File: src/rtl/vga_pkg.sv
// Shared VGA 640x480@60 timing constants, datatypes and colour helper.
package vga_pkg;

    localparam int unsigned CNT_W = 11;
    typedef logic [CNT_W-1:0] cnt_t;

    // Horizontal timing, in pixels
    localparam cnt_t H_ACTIVE     = 11'd640;
    localparam cnt_t H_FRONT      = 11'd16;
    localparam cnt_t H_SYNC       = 11'd96;
    localparam cnt_t H_BACK       = 11'd48;
    localparam cnt_t H_TOTAL      = H_ACTIVE + H_FRONT + H_SYNC + H_BACK;
    localparam cnt_t H_MAX        = H_TOTAL - 11'd1;
    localparam cnt_t H_SYNC_START = H_ACTIVE + H_FRONT;
    localparam cnt_t H_SYNC_END   = H_SYNC_START + H_SYNC;

    // Vertical timing, in lines
    localparam cnt_t V_ACTIVE     = 11'd480;
    localparam cnt_t V_FRONT      = 11'd10;
    localparam cnt_t V_SYNC       = 11'd2;
    localparam cnt_t V_BACK       = 11'd33;
    localparam cnt_t V_TOTAL      = V_ACTIVE + V_FRONT + V_SYNC + V_BACK;
    localparam cnt_t V_MAX        = V_TOTAL - 11'd1;
    localparam cnt_t V_SYNC_START = V_ACTIVE + V_FRONT;
    localparam cnt_t V_SYNC_END   = V_SYNC_START + V_SYNC;

    // 4-bit-per-channel DAC drive
    typedef struct packed {
        logic [3:0] r;
        logic [3:0] g;
        logic [3:0] b;
    } dac_rgb_t;

    // Active-high timing flags; all-zero means "no sync, blanked",
    // so a cleared delay line naturally yields idle outputs.
    typedef struct packed {
        logic hsync_act;
        logic vsync_act;
        logic active;
    } sync_flags_t;

    localparam int unsigned SYNC_FLAGS_W = $bits(sync_flags_t);

    // RRRGGGBB -> 4:4:4 by replicating the MSBs into the new LSBs
    function automatic dac_rgb_t expand_rgb332(input logic [7:0] rgb);
        dac_rgb_t c;
        c.r = {rgb[7:5], rgb[7]};
        c.g = {rgb[4:2], rgb[4]};
        c.b = {rgb[1:0], rgb[1:0]};
        return c;
    endfunction

endpackage

File: src/rtl/vga_delay_line.sv
// Pixel-rate shift register used to align timing flags with the colour pipe.
module vga_delay_line #(
    parameter int unsigned DEPTH = 1,
    parameter int unsigned WIDTH = 3
) (
    input  logic             i_clk,
    input  logic             i_resetN,
    input  logic             i_en,
    input  logic [WIDTH-1:0] i_data,
    output logic [WIDTH-1:0] o_data
);

    generate
        if (DEPTH == 0) begin : g_bypass
            logic w_unused;
            assign w_unused = &{1'b0, i_clk, i_resetN, i_en};
            assign o_data   = i_data;
        end else begin : g_pipe
            logic [WIDTH-1:0] r_pipe [DEPTH];

            // Advance one stage per pixel period; cleared to all-zero on reset
            always_ff @(posedge i_clk or negedge i_resetN) begin
                if (!i_resetN) begin
                    for (int unsigned i = 0; i < DEPTH; i++) begin
                        r_pipe[i] <= '0;
                    end
                end else if (i_en) begin
                    r_pipe[0] <= i_data;
                    for (int unsigned i = 1; i < DEPTH; i++) begin
                        r_pipe[i] <= r_pipe[i-1];
                    end
                end
            end

            assign o_data = r_pipe[DEPTH-1];
        end
    endgenerate

endmodule

File: src/rtl/vga_pixel_driver.sv
// VGA 640x480 timing generator and DAC output stage. Counters are presented
// to the pixel pipeline; sync/blank are delayed PIPE_DELAY pixels to meet the
// returning RGB_in, then everything is registered once more at pixel rate.
module vga_pixel_driver
    import vga_pkg::*;
#(
    parameter int unsigned CLK_DIV    = 2,
    parameter int unsigned PIPE_DELAY = 1
) (
    input  logic        clk,
    input  logic        resetN,
    input  logic [7:0]  RGB_in,
    output logic [10:0] pixelX,
    output logic [10:0] pixelY,
    output logic        startOfFrame,
    output logic        pixelEn,
    output logic [3:0]  vga_r,
    output logic [3:0]  vga_g,
    output logic [3:0]  vga_b,
    output logic        hsync,
    output logic        vsync,
    output logic        blankN
);

    logic        w_pix_en;
    logic        w_first_phase;
    cnt_t        r_x;
    cnt_t        r_y;
    sync_flags_t w_raw;
    sync_flags_t w_dly;
    dac_rgb_t    w_rgb;
    logic [3:0]  r_r;
    logic [3:0]  r_g;
    logic [3:0]  r_b;
    logic        r_hs;
    logic        r_vs;
    logic        r_bn;

    // Pixel enable: gated by resetN so it reads 0 while held in reset
    generate
        if (CLK_DIV == 1) begin : g_div1
            assign w_pix_en      = resetN;
            assign w_first_phase = 1'b1;
        end else begin : g_div2
            logic r_div;

            // Toggle every clk; low phase first after release
            always_ff @(posedge clk or negedge resetN) begin
                if (!resetN) begin
                    r_div <= 1'b0;
                end else begin
                    r_div <= ~r_div;
                end
            end

            assign w_pix_en      = r_div;
            assign w_first_phase = ~r_div;
        end
    endgenerate

    // Raster counters: X wraps at end of line, Y advances on X wrap
    always_ff @(posedge clk or negedge resetN) begin
        if (!resetN) begin
            r_x <= '0;
            r_y <= '0;
        end else if (w_pix_en) begin
            if (r_x == H_MAX) begin
                r_x <= '0;
                if (r_y == V_MAX) begin
                    r_y <= '0;
                end else begin
                    r_y <= r_y + cnt_t'(1);
                end
            end else begin
                r_x <= r_x + cnt_t'(1);
            end
        end
    end

    // Timing flags for the pixel currently presented on the counters
    always_comb begin
        w_raw           = '0;
        w_raw.hsync_act = (r_x >= H_SYNC_START) && (r_x < H_SYNC_END);
        w_raw.vsync_act = (r_y >= V_SYNC_START) && (r_y < V_SYNC_END);
        w_raw.active    = (r_x < H_ACTIVE) && (r_y < V_ACTIVE);
    end

    vga_delay_line #(
        .DEPTH (PIPE_DELAY),
        .WIDTH (SYNC_FLAGS_W)
    ) u_delay (
        .i_clk    (clk),
        .i_resetN (resetN),
        .i_en     (w_pix_en),
        .i_data   (w_raw),
        .o_data   (w_dly)
    );

    assign w_rgb = expand_rgb332(RGB_in);

    // Output register stage, updated once per pixel; colour forced dark in blanking
    always_ff @(posedge clk or negedge resetN) begin
        if (!resetN) begin
            r_r  <= '0;
            r_g  <= '0;
            r_b  <= '0;
            r_hs <= 1'b1;
            r_vs <= 1'b1;
            r_bn <= 1'b0;
        end else if (w_pix_en) begin
            r_hs <= ~w_dly.hsync_act;
            r_vs <= ~w_dly.vsync_act;
            r_bn <= w_dly.active;
            if (w_dly.active) begin
                r_r <= w_rgb.r;
                r_g <= w_rgb.g;
                r_b <= w_rgb.b;
            end else begin
                r_r <= '0;
                r_g <= '0;
                r_b <= '0;
            end
        end
    end

    assign pixelX       = r_x;
    assign pixelY       = r_y;
    assign pixelEn      = w_pix_en;
    assign startOfFrame = resetN && (r_x == '0) && (r_y == '0) && w_first_phase;
    assign vga_r        = r_r;
    assign vga_g        = r_g;
    assign vga_b        = r_b;
    assign hsync        = r_hs;
    assign vsync        = r_vs;
    assign blankN       = r_bn;

endmodule

File: config.mk
export PLATFORM = sky130hd
export DESIGN_NAME = vga_pixel_driver
export DESIGN_NICKNAME = d
export VERILOG_FILES = /design/src/rtl/vga_pkg.sv /design/src/rtl/vga_delay_line.sv /design/src/rtl/vga_pixel_driver.sv
export SDC_FILE = /design/constraint.sdc
export NUM_CORES = 1
export LEC_CHECK = 0
export BUFFER_PORTS_ARGS = -buffer_cell sky130_fd_sc_hd__buf_2
export CAP_MARGIN = 20
export CORE_MARGIN = 2
export CORE_UTILIZATION = 40
export DETAILED_ROUTE_END_ITERATION = 8
export PLACE_DENSITY_LB_ADDON = 0.08
export SETUP_SLACK_MARGIN = 0.05
export SKIP_LAST_GASP = 1
export SLEW_MARGIN = 20
export SYNTH_ARGS = -nofsm -noshare
export SYNTH_HDL_FRONTEND = slang
export SYNTH_SLANG_ARGS = --single-unit
File: constraint.sdc
create_clock -name clk -period 4.3 [get_ports clk]
set_clock_uncertainty 0.1 [all_clocks]
set_input_delay 0.43 -clock clk [delete_from_list [all_inputs] [get_ports clk]]
set_output_delay 0.43 -clock clk [all_outputs]
set_load 0.005 [all_outputs]
==> results of run 1 <==
-- cells in the mapped netlist (4+ instances only) --
| cell | number |
|---|---|
| a22o_1 | 6 |
| ha_1 | 5 |
| nand4_1 | 11 |
| dfrtp_1 | 35 |
| xor2_1 | 5 |
| buf_4 | 4 |
| xnor2_1 | 5 |
| nand2_1 | 13 |
| nor2_1 | 8 |
| o21ai_0 | 11 |
| nor3_1 | 6 |
| inv_1 | 12 |
| nand3_1 | 11 |
-- routing by layer --
layer,routed length [µm],GRT usage [%],up-vias,part of all wire [%]
li1,-,-,749,-
met2,2150,29.9,38,48
met1,2070,24.2,747,46
met3,174,4.17,6,3.9
met5,0,0,-,0
met4,57,5.56,0,1.3
-- power breakdown --
| part | total [mW] | switching (mW) | internal, mW | leakage (nW) |
|---|---|---|---|---|
| clock network | 0.307 | 0.133 | 0.174 | 0.0543 |
| logic | 0.0215 | 0.0118 | 0.00970 | 0.561 |
| registers | 0.354 | 0.00222 | 0.352 | 0.467 |
| total | 0.682 | 0.147 | 0.535 | 1.08 |
-- stage by stage --
step                cells  setup WS [ns]  instance area [µm²]
floorplan             185           2.71                 1880
global placement      275           2.25                 2120
detailed placement    275           2.23                 2120
CTS                   283           2.12                 2230
global route          283           2.00                 2230
finish                283           2.14                 2230
-- kinds of logic (layout without fill, tap and decap cells) --
| kind of cell | count (synthesis) | after routing | synth area share (%) |
|---|---|---|---|
| XOR/XNOR | 10 | 10 | 4.66 |
| flip-flops | 37 | 37 | 49.4 |
| adder cells (fa/ha/maj) | 5 | 5 | 3.33 |
| AND/OR/NAND/NOR | 73 | 73 | 22.6 |
| AO/OA/AOI/OAI | 36 | 36 | 13.0 |
| buffers and inverters | 23 | 69 | 6.52 |
| multiplexers | 1 | 1 | 0.599 |
-- layout make-up --
| cell class | count | area share, % |
|---|---|---|
| clock buffer | 5 | 3.08 |
| clock inverter | 3 | 2.08 |
| tap | 52 | 2.92 |
| inverter | 12 | 2.02 |
| sequential | 37 | 41.6 |
| multi-input combinational | 125 | 37.2 |
| timing repair buffer | 49 | 11.1 |
-- flip-flops by register name, indices dropped and copies added (netlist names) --
signal	flops
blankN	1
vga_b	2
u_delay.o_data	3
pixelX	11
vga_r	3
hsync	1
pixelY	11
pixelEn	1
vga_g	3
vsync	1
-- worst min path at each step --
stage	slack (ns)	start	endpoint	depth (start not counted)
floorplan	0.03	resetN	blankN	0
global placement	0.33	u_delay.o_data[1]	vsync	1
detailed placement	0.33	u_delay.o_data[1]	vsync	1
CTS	0.08	resetN	vga_r[1]	2
global route	0.10	resetN	vga_r[1]	2
finish	0.07	resetN	vga_r[1]	2
==> results.yml, run 1 <==
critical_path:
  reg2reg_slack_ns: 2.43
  cp_num_buf_inv: 1
  startpoint_type: "register"
  timing.rr.end: "pixelY[3]"
  crit_fanout: 5
  r2r_cells: 4
  cpLargestDelayFamily: "simple AND/OR/NAND/NOR gates"
  crit_path_max_incr_delay_ns: 0.51
  cp_cell_sequence: "nor4_1, nand4_1, nor2_1, buf_2"
  crit_type: "reg2out"
  critPathLaunch: "pixelY[8]"
  cp.required_ns: 3.77
  cp-end-kind: "output port"
  cp.depth: 4
  timing.critical_path.slowest_stage_cell: "nor4_1"
  arrival_ns: 1.63
  crit-reg2reg-launch: "pixelY[8]"
  critPathCapture: "startOfFrame"
floorplan:
  dieArea_um2: 5270
  core_um2: 4440
  initial_core_util_pct: 42.3
  die_w_um: 72.6
  placementRows: 24
  ioPinCount: 49
  die_height_um: 72.6
finish:
  syn_to_final_growth_pct: 18.6
  layout-drive-gt1-share_pct: 31.6
  fin_util_pct: 50.2
  diodes: 0
  layout.nets: 245
  final_cell_mix: "48 x buf_2, 35 x dfrtp_1, 13 x nand2_1"
  multi_input_area_um2: 830
  final_common_cell: "buf_2"
  fill_cells: 448
  ff_latch_area_um2: 928
yosys:
  yosys_warnings: 0
  async_flop_share_pct: 100
  netlist_area_um2: 1880
  avgSynthCellArea_um2: 10.2
  synth_flop_cell: "dfrtp_1"
  synthTopCellsByArea: "dfrtp_1 47%, nand4_1 3.7%, ha_1 3.3%"
  yosysTopAreaCellShare_pct: 46.6
  postSynthNetCount: 200
  synth_top_cell_by_area: "dfrtp_1"
  synth.distinct_cells: 49
  yosysSeqAreaShare_pct: 49.4
  synth_edf_count: 0
  ys_ff_latch: 37
  synthCells: 185
global_routing:
  grt_pass1_vias: 1501
  gr-total-overflow: 0
  grt_antenna_before_repair: 0
  grt_use_total_pct: 18.3
  grt_pass1_wl_um: 7400
  grt_max_degree: 39
place:
  io_buffers: 48
  place_hpwl_um: 3130
  gp_routability_congestion: 0.827
routing:
  ant_nets: 0
  drt_iter0_markers: 91
  wire_per_inst_um: 15.7
  drc: 0
  dr.pass1.iters: 4
  num_vias: 1540
  viasPerCell: 5.44
  wl_um: 4450
cts:
  ctsResizeCount: 0
  cts-htree-levels: 2
  cts.hold.buffers_added: 0
  cts_buffers: 5
  cts_setup_buffers: 0
  clkTransAtPathRegs_ns: 0.08
  cts-root-buf: "clkbuf_8"
  cts_tree: "built"
  cts_sinks: 37
  clk_path_buf_depth: 2
  clk_latency_ns: 0.29
power_and_ir_drop:
  design_power_total_uw: 682
  p_per_area_nw_per_um2: 306
  peakVddDrop_mv: 0.182
  p_leak_nw: 1.08
hold_path:
  hold_class: "in2async"
timing:
  tns_ns: 0
  max_freq_mhz: 462
  worstMarginPinSlew_ns: 0.575
  slew_headroom_pct: 61.7
  hold_viol: 0
  fin_crit_ns: 2.16
  rsz0062_at_grt: "no"
  drv_slew: 0
  finalSetupViolations: 0
  finalCritPeriodShare_pct: 50.3
  holdWs_ns: 0.0732
status:
  status: "completed"
flow_run:
  drv_cap: 0
No activity file was read; power rests on OpenSTA's default activity.
==> inputs of run 2 (changes only) <==
==> constraint.sdc (replaced) <==
create_clock -name clk -period 2.2 [get_ports clk]
set_clock_uncertainty 0.1 [all_clocks]
set_input_delay 0.22 -clock clk [delete_from_list [all_inputs] [get_ports clk]]
set_output_delay 0.22 -clock clk [all_outputs]
set_load 0.005 [all_outputs]
==> run 2 against run 1 <==
Against the previous run: via count increased by 2.5%; core utilization increased by 0.34 points; design area increased by 0.67%; final cell count increased by 0.35%; hold slack got worse by 0.034 ns; largest power group unchanged.
==> results.yml, run 2 (synthesis gave the netlist of run 1 again) <==
status:
  status: "completed"
finish:
  layout-drive-gt1-share_pct: 31.5
  final_area_um2: 2250
  final_common_cell: "buf_2"
  fill_cells: 445
  layout.nets: 246
  syn_to_final_growth_pct: 19.4
  final_cell_mix: "48 x buf_2, 35 x dfrtp_1, 13 x nand2_1"
  diodes: 0
routing:
  drc: 0
  drt_iter0_markers: 114
  num_vias: 1579
  wire_per_inst_um: 15.7
  dr.pass1.iters: 4
  ant_nets: 0
  viasPerCell: 5.56
  wl_um: 4450
cts:
  clk_latency_ns: 0.29
  cts-htree-levels: 2
  clkTransAtPathRegs_ns: 0.08
  cts_sinks: 37
  cts_setup_buffers: 0
  clk_path_buf_depth: 2
  cts_tree: "built"
  cts-root-buf: "clkbuf_8"
  cts_buffers: 5
timing:
  hold_viol: 0
  max_freq_mhz: 527
  drv_slew: 0
  worstMarginPinSlew_ns: 0.538
  finalSetupViolations: 0
  tns_ns: 0
  fin_crit_ns: 1.90
  holdWs_ns: 0.0390
  slew_headroom_pct: 64.1
  finalCritPeriodShare_pct: 86.2
  setup_ws_ns: 0.304
  rsz0062_at_grt: "no"
critical_path:
  timing.critical_path.slowest_stage_cell: "dfrtp_1"
  arrival_ns: 1.58
  cp_num_buf_inv: 2
  cp-end-kind: "output port"
  crit_fanout: 6
  crit_path_max_incr_delay_ns: 0.44
  cpLargestDelayFamily: "simple AND/OR/NAND/NOR gates"
  startpoint_type: "register"
  crit_type: "reg2out"
  cp.required_ns: 1.88
  cp_cell_sequence: "inv_1, ha_1, nor4b_1, nand3_1, nor2_1, buf_2"
place:
  placed_cell_area_um2: 2120
  io_buffers: 48
  place_hpwl_um: 3110
  dpl_worst_slack_ns: 0.395
  gp_routability_congestion: 0.932
global_routing:
  grt_pass1_wl_um: 7420
  grt_pass1_vias: 1541
  grt_use_total_pct: 18.3
  gr-total-overflow: 0
  grt_max_degree: 38
  grt_antenna_before_repair: 0
floorplan:
  placementRows: 24
  die_height_um: 72.6
  ioPinCount: 49
  die_w_um: 72.6
  initial_core_util_pct: 42.3
  core_um2: 4440
  dieArea_um2: 5270
power_and_ir_drop:
  peakVddDrop_mv: 0.280
  p_per_area_nw_per_um2: 603
  p_leak_nw: 1.09
  design_power_total_mw: 1.36
hold_path:
  hold_class: "in2reg"
flow_run:
  drv_cap: 0
-- run 2: cell count changes in the layout (fill, tap and decap cells not counted), sizes merged --
cell | before | now
clkinv | 1 | 0
clkbuf | 5 | 6
dlygate4sd3 | 0 | 1
-- run 2: area by class of cell --
type	instances	area, µm²	share of cell area (%)
clock buffers	6	82.6	3.68
clock inverters	2	37.5	1.67
inverters	12	45.0	2.01
multi-input cells	125	830	36.9
flip-flops and latches	37	928	41.3
well taps	52	65.1	2.90
repair buffers	50	258	11.5
-- run 2: power breakdown --
part / internal, mW / switching (mW) / total, mW
logic: 0.0201 / 0.0234 / 0.0435
clock network: 0.369 / 0.252 / 0.621
registers: 0.687 / 0.00407 / 0.691
total: 1.08 / 0.279 / 1.36
-- run 2: through the flow --
step,utilization [%],std cells
2_1_floorplan,-,185
3_5_place_dp,47.6,275
5_1_grt,50.5,284
4_1_cts,50.5,284
3_3_place_gp,47.6,275
6_report,50.5,284
-- run 2: what timing repair did --
item                                   in CTS  in global routing
hold buffers                                1                  0
endpoints found under the hold margin      35                  0
setup endpoints to repair                   0                  0
gates resized for setup                     0                  0
-- run 2: layer usage --
layer  part of all wire [%]  GRT usage, %  up-vias  wire length, µm
met2                     47          28.8       40             2110
li1                       -             -      751                -
met3                    3.7          3.75        8              167
met1                     47          24.8      780             2110
met4                    1.5          7.00        0               65
met5                      0             0        -                0
-- run 2: worst paths after layout --
kind	from	to	slack, ns	cells past startpoint
setup / recovery	pixelX[0]	startOfFrame	0.30	6
hold / removal	RGB_in[7]	vga_r[0]	0.04	2
setup reg to reg	pixelEn	pixelY[6]	0.34	4
hold reg to reg	u_delay.o_data[1]	vsync	0.33	1
max in group asynchronous	resetN	vsync	1.19	3
min in group asynchronous	resetN	vga_g[0]	0.44	3
-- run 2: worst register-to-register path: stages (launching register included) --
cell     delay (ns)
dfrtp_1        0.69
and2_4         0.27
and4_4         0.35
nand2_1        0.12
o31ai_1        0.23
==> inputs of run 3 (changes only) <==
--- a/config.mk
+++ b/config.mk
@@ -10,7 +10,7 @@
 export CORE_MARGIN = 2
 export CORE_UTILIZATION = 40
 export DETAILED_ROUTE_END_ITERATION = 8
-export PLACE_DENSITY_LB_ADDON = 0.08
+export PLACE_DENSITY = 0.72
 export SETUP_SLACK_MARGIN = 0.05
 export SKIP_LAST_GASP = 1
 export SLEW_MARGIN = 20
==> run 3 against run 2 <==
Against the previous run: wire length is 5.3% lower; power is 2.1% lower; setup slack worse by 0.080 ns; maximum frequency is 4.0% lower; sequential share of layout area hardly changed; critical path depth stayed put; combinational power hardly changed; first-iteration DRC count is 36% lower; non-clock buffer count is 1 higher; sequential cell count stayed put; largest cell class unchanged; largest power group unchanged.
==> results.yml, run 3 (synthesis gave the netlist of run 1 again) <==
power_and_ir_drop:
  p_comb_share_pct: 3.3
  switchingPower_uw: 281
  peakVddDrop_mv: 0.220
  p_clk_share_pct: 44.6
  seqPwrFrac_pct: 52.1
  internal-power_mw: 1.05
  p_leak_nw: 1.09
  switching_share_pct: 21.1
  p_per_area_nw_per_um2: 590
global_routing:
  grt_pass1_wl_um: 7160
  grt_pass1_vias: 1472
  grt_max_degree: 38
  gr-total-overflow: 0
  grt_use_total_pct: 17.6
  grt_antenna_before_repair: 0
finish:
  diodes: 0
  multi_input_area_um2: 830
  layout.nets: 247
  fin_util_pct: 50.6
  final_cells: 285
  syn_to_final_growth_pct: 19.6
  layout-drive-gt1-share_pct: 31.8
  final_cell_mix: "48 x buf_2, 35 x dfrtp_1, 13 x nand2_1"
  ff_latch_area_um2: 928
  fill_cells: 438
  final_common_cell: "buf_2"
timing:
  drv_slew: 0
  worstMarginPinSlew_ns: 0.532
  setup_ws_ns: 0.224
  finalSetupViolations: 0
  tns_ns: 0
  max_freq_mhz: 506
  finalCritPeriodShare_pct: 89.8
  hold_viol: 0
  rsz0062_at_grt: "no"
  slew_headroom_pct: 64.6
  fin_crit_ns: 1.98
place:
  post-place-cells: 276
  place_hpwl_um: 2960
  dpl_worst_slack_ns: 0.455
  gp_routability_congestion: 0.869
  io_buffers: 48
cts:
  ctsResizeCount: 0
  cts_tree: "built"
  cts_buffers: 5
  cts_sinks: 37
  clk_path_buf_depth: 2
  clk_latency_ns: 0.29
  cts-root-buf: "clkbuf_8"
  clkTransAtPathRegs_ns: 0.07
  cts-htree-levels: 2
floorplan:
  dieArea_um2: 5270
  initial_core_util_pct: 42.3
  placementRows: 24
  core_um2: 4440
  ioPinCount: 49
  die_height_um: 72.6
  die_w_um: 72.6
routing:
  ant_nets: 0
  drt_iter0_markers: 73
  wl_met3_um: 256
  wire_per_inst_um: 14.8
  wl_met1_um: 1930
  route.met2.wl_um: 1970
  num_vias: 1567
  dr.pass1.iters: 5
  drc: 0
  top_layer: "met4"
  viasPerCell: 5.50
  wl_um: 4220
critical_path:
  arrival_ns: 1.66
  cpLargestDelayFamily: "simple AND/OR/NAND/NOR gates"
  cp_cell_sequence: "inv_1, ha_1, nor4b_1, nand3_1, nor2_1, buf_2"
  cp-end-kind: "output port"
  crit_path_max_incr_delay_ns: 0.44
  cp_num_buf_inv: 2
  startpoint_type: "register"
  r2r_cells: 4
  cp.required_ns: 1.88
  timing.critical_path.slowest_stage_cell: "dfrtp_1"
  cp.depth: 6
  crit_fanout: 6
  crit_type: "reg2out"
flow_run:
  drv_cap: 0
hold_path:
  hold_class: "in2reg"
  min_path_cells: 2
status:
  status: "completed"
==> run 3: path summary, 6_finish.rpt <==
check	to	slack [ns]	startpoint
setup / recovery	startOfFrame	0.22	pixelX[0]
max in group asynchronous	vsync	1.21	resetN
min in group asynchronous	pixelY[3]	0.44	resetN
hold / removal	vga_g[1]	0.04	RGB_in[2]
hold reg to reg	vsync	0.35	u_delay.o_data[1]
setup reg to reg	pixelY[3]	0.43	pixelEn
==> run 3: power by group through the flow <==
stage	clock, mW	combinational (mW)	sequential, mW
after floorplan	0	0.0128	0.706
after global placement	0	0.0434	0.704
after detailed placement	0	0.0432	0.705
after CTS	0.605	0.0449	0.691
after global routing	0.632	0.0508	0.692
final	0.592	0.0436	0.691
==> run 3: per-stage QoR <==
step                      total power, mW  hold WS (ns)  instance area [µm²]
after floorplan                     0.719        -0.176                 1880
after global placement              0.747         0.225                 2120
after detailed placement            0.748         0.225                 2120
after CTS                            1.34        0.0364                 2250
after global routing                 1.38        0.0443                 2250
final                                1.33        0.0429                 2250
==> run 3: cell type report <==
type / instances / share of cell area [%]
tap: 52 / 2.89
multi-input combinational: 125 / 36.9
clock buffer: 5 / 3.06
sequential: 37 / 41.3
inverter: 12 / 2.00
clock inverter: 3 / 2.06
timing repair buffer: 51 / 11.8
==> run 3: worst register-to-register path, cell delays in order, from the launching register on <==
cell	delay, ns
dfrtp_1	0.68
and2_4	0.27
nand4_2	0.20
or3_1	0.39
o21ai_1	0.07
==> run 3: timing repair <==
| item | CTS | global route |
|---|---|---|
| setup buffers | 0 | 0 |
| hold buffers | 1 | 0 |
| hold endpoints to repair | 35 | 0 |
==> run 3: layer usage <==
layer / GRT usage (%) / vias up
li1: - / 756
met1: 23.5 / 752
met2: 27.1 / 52
met3: 4.86 / 7
met4: 6.79 / 0
met5: 0 / -
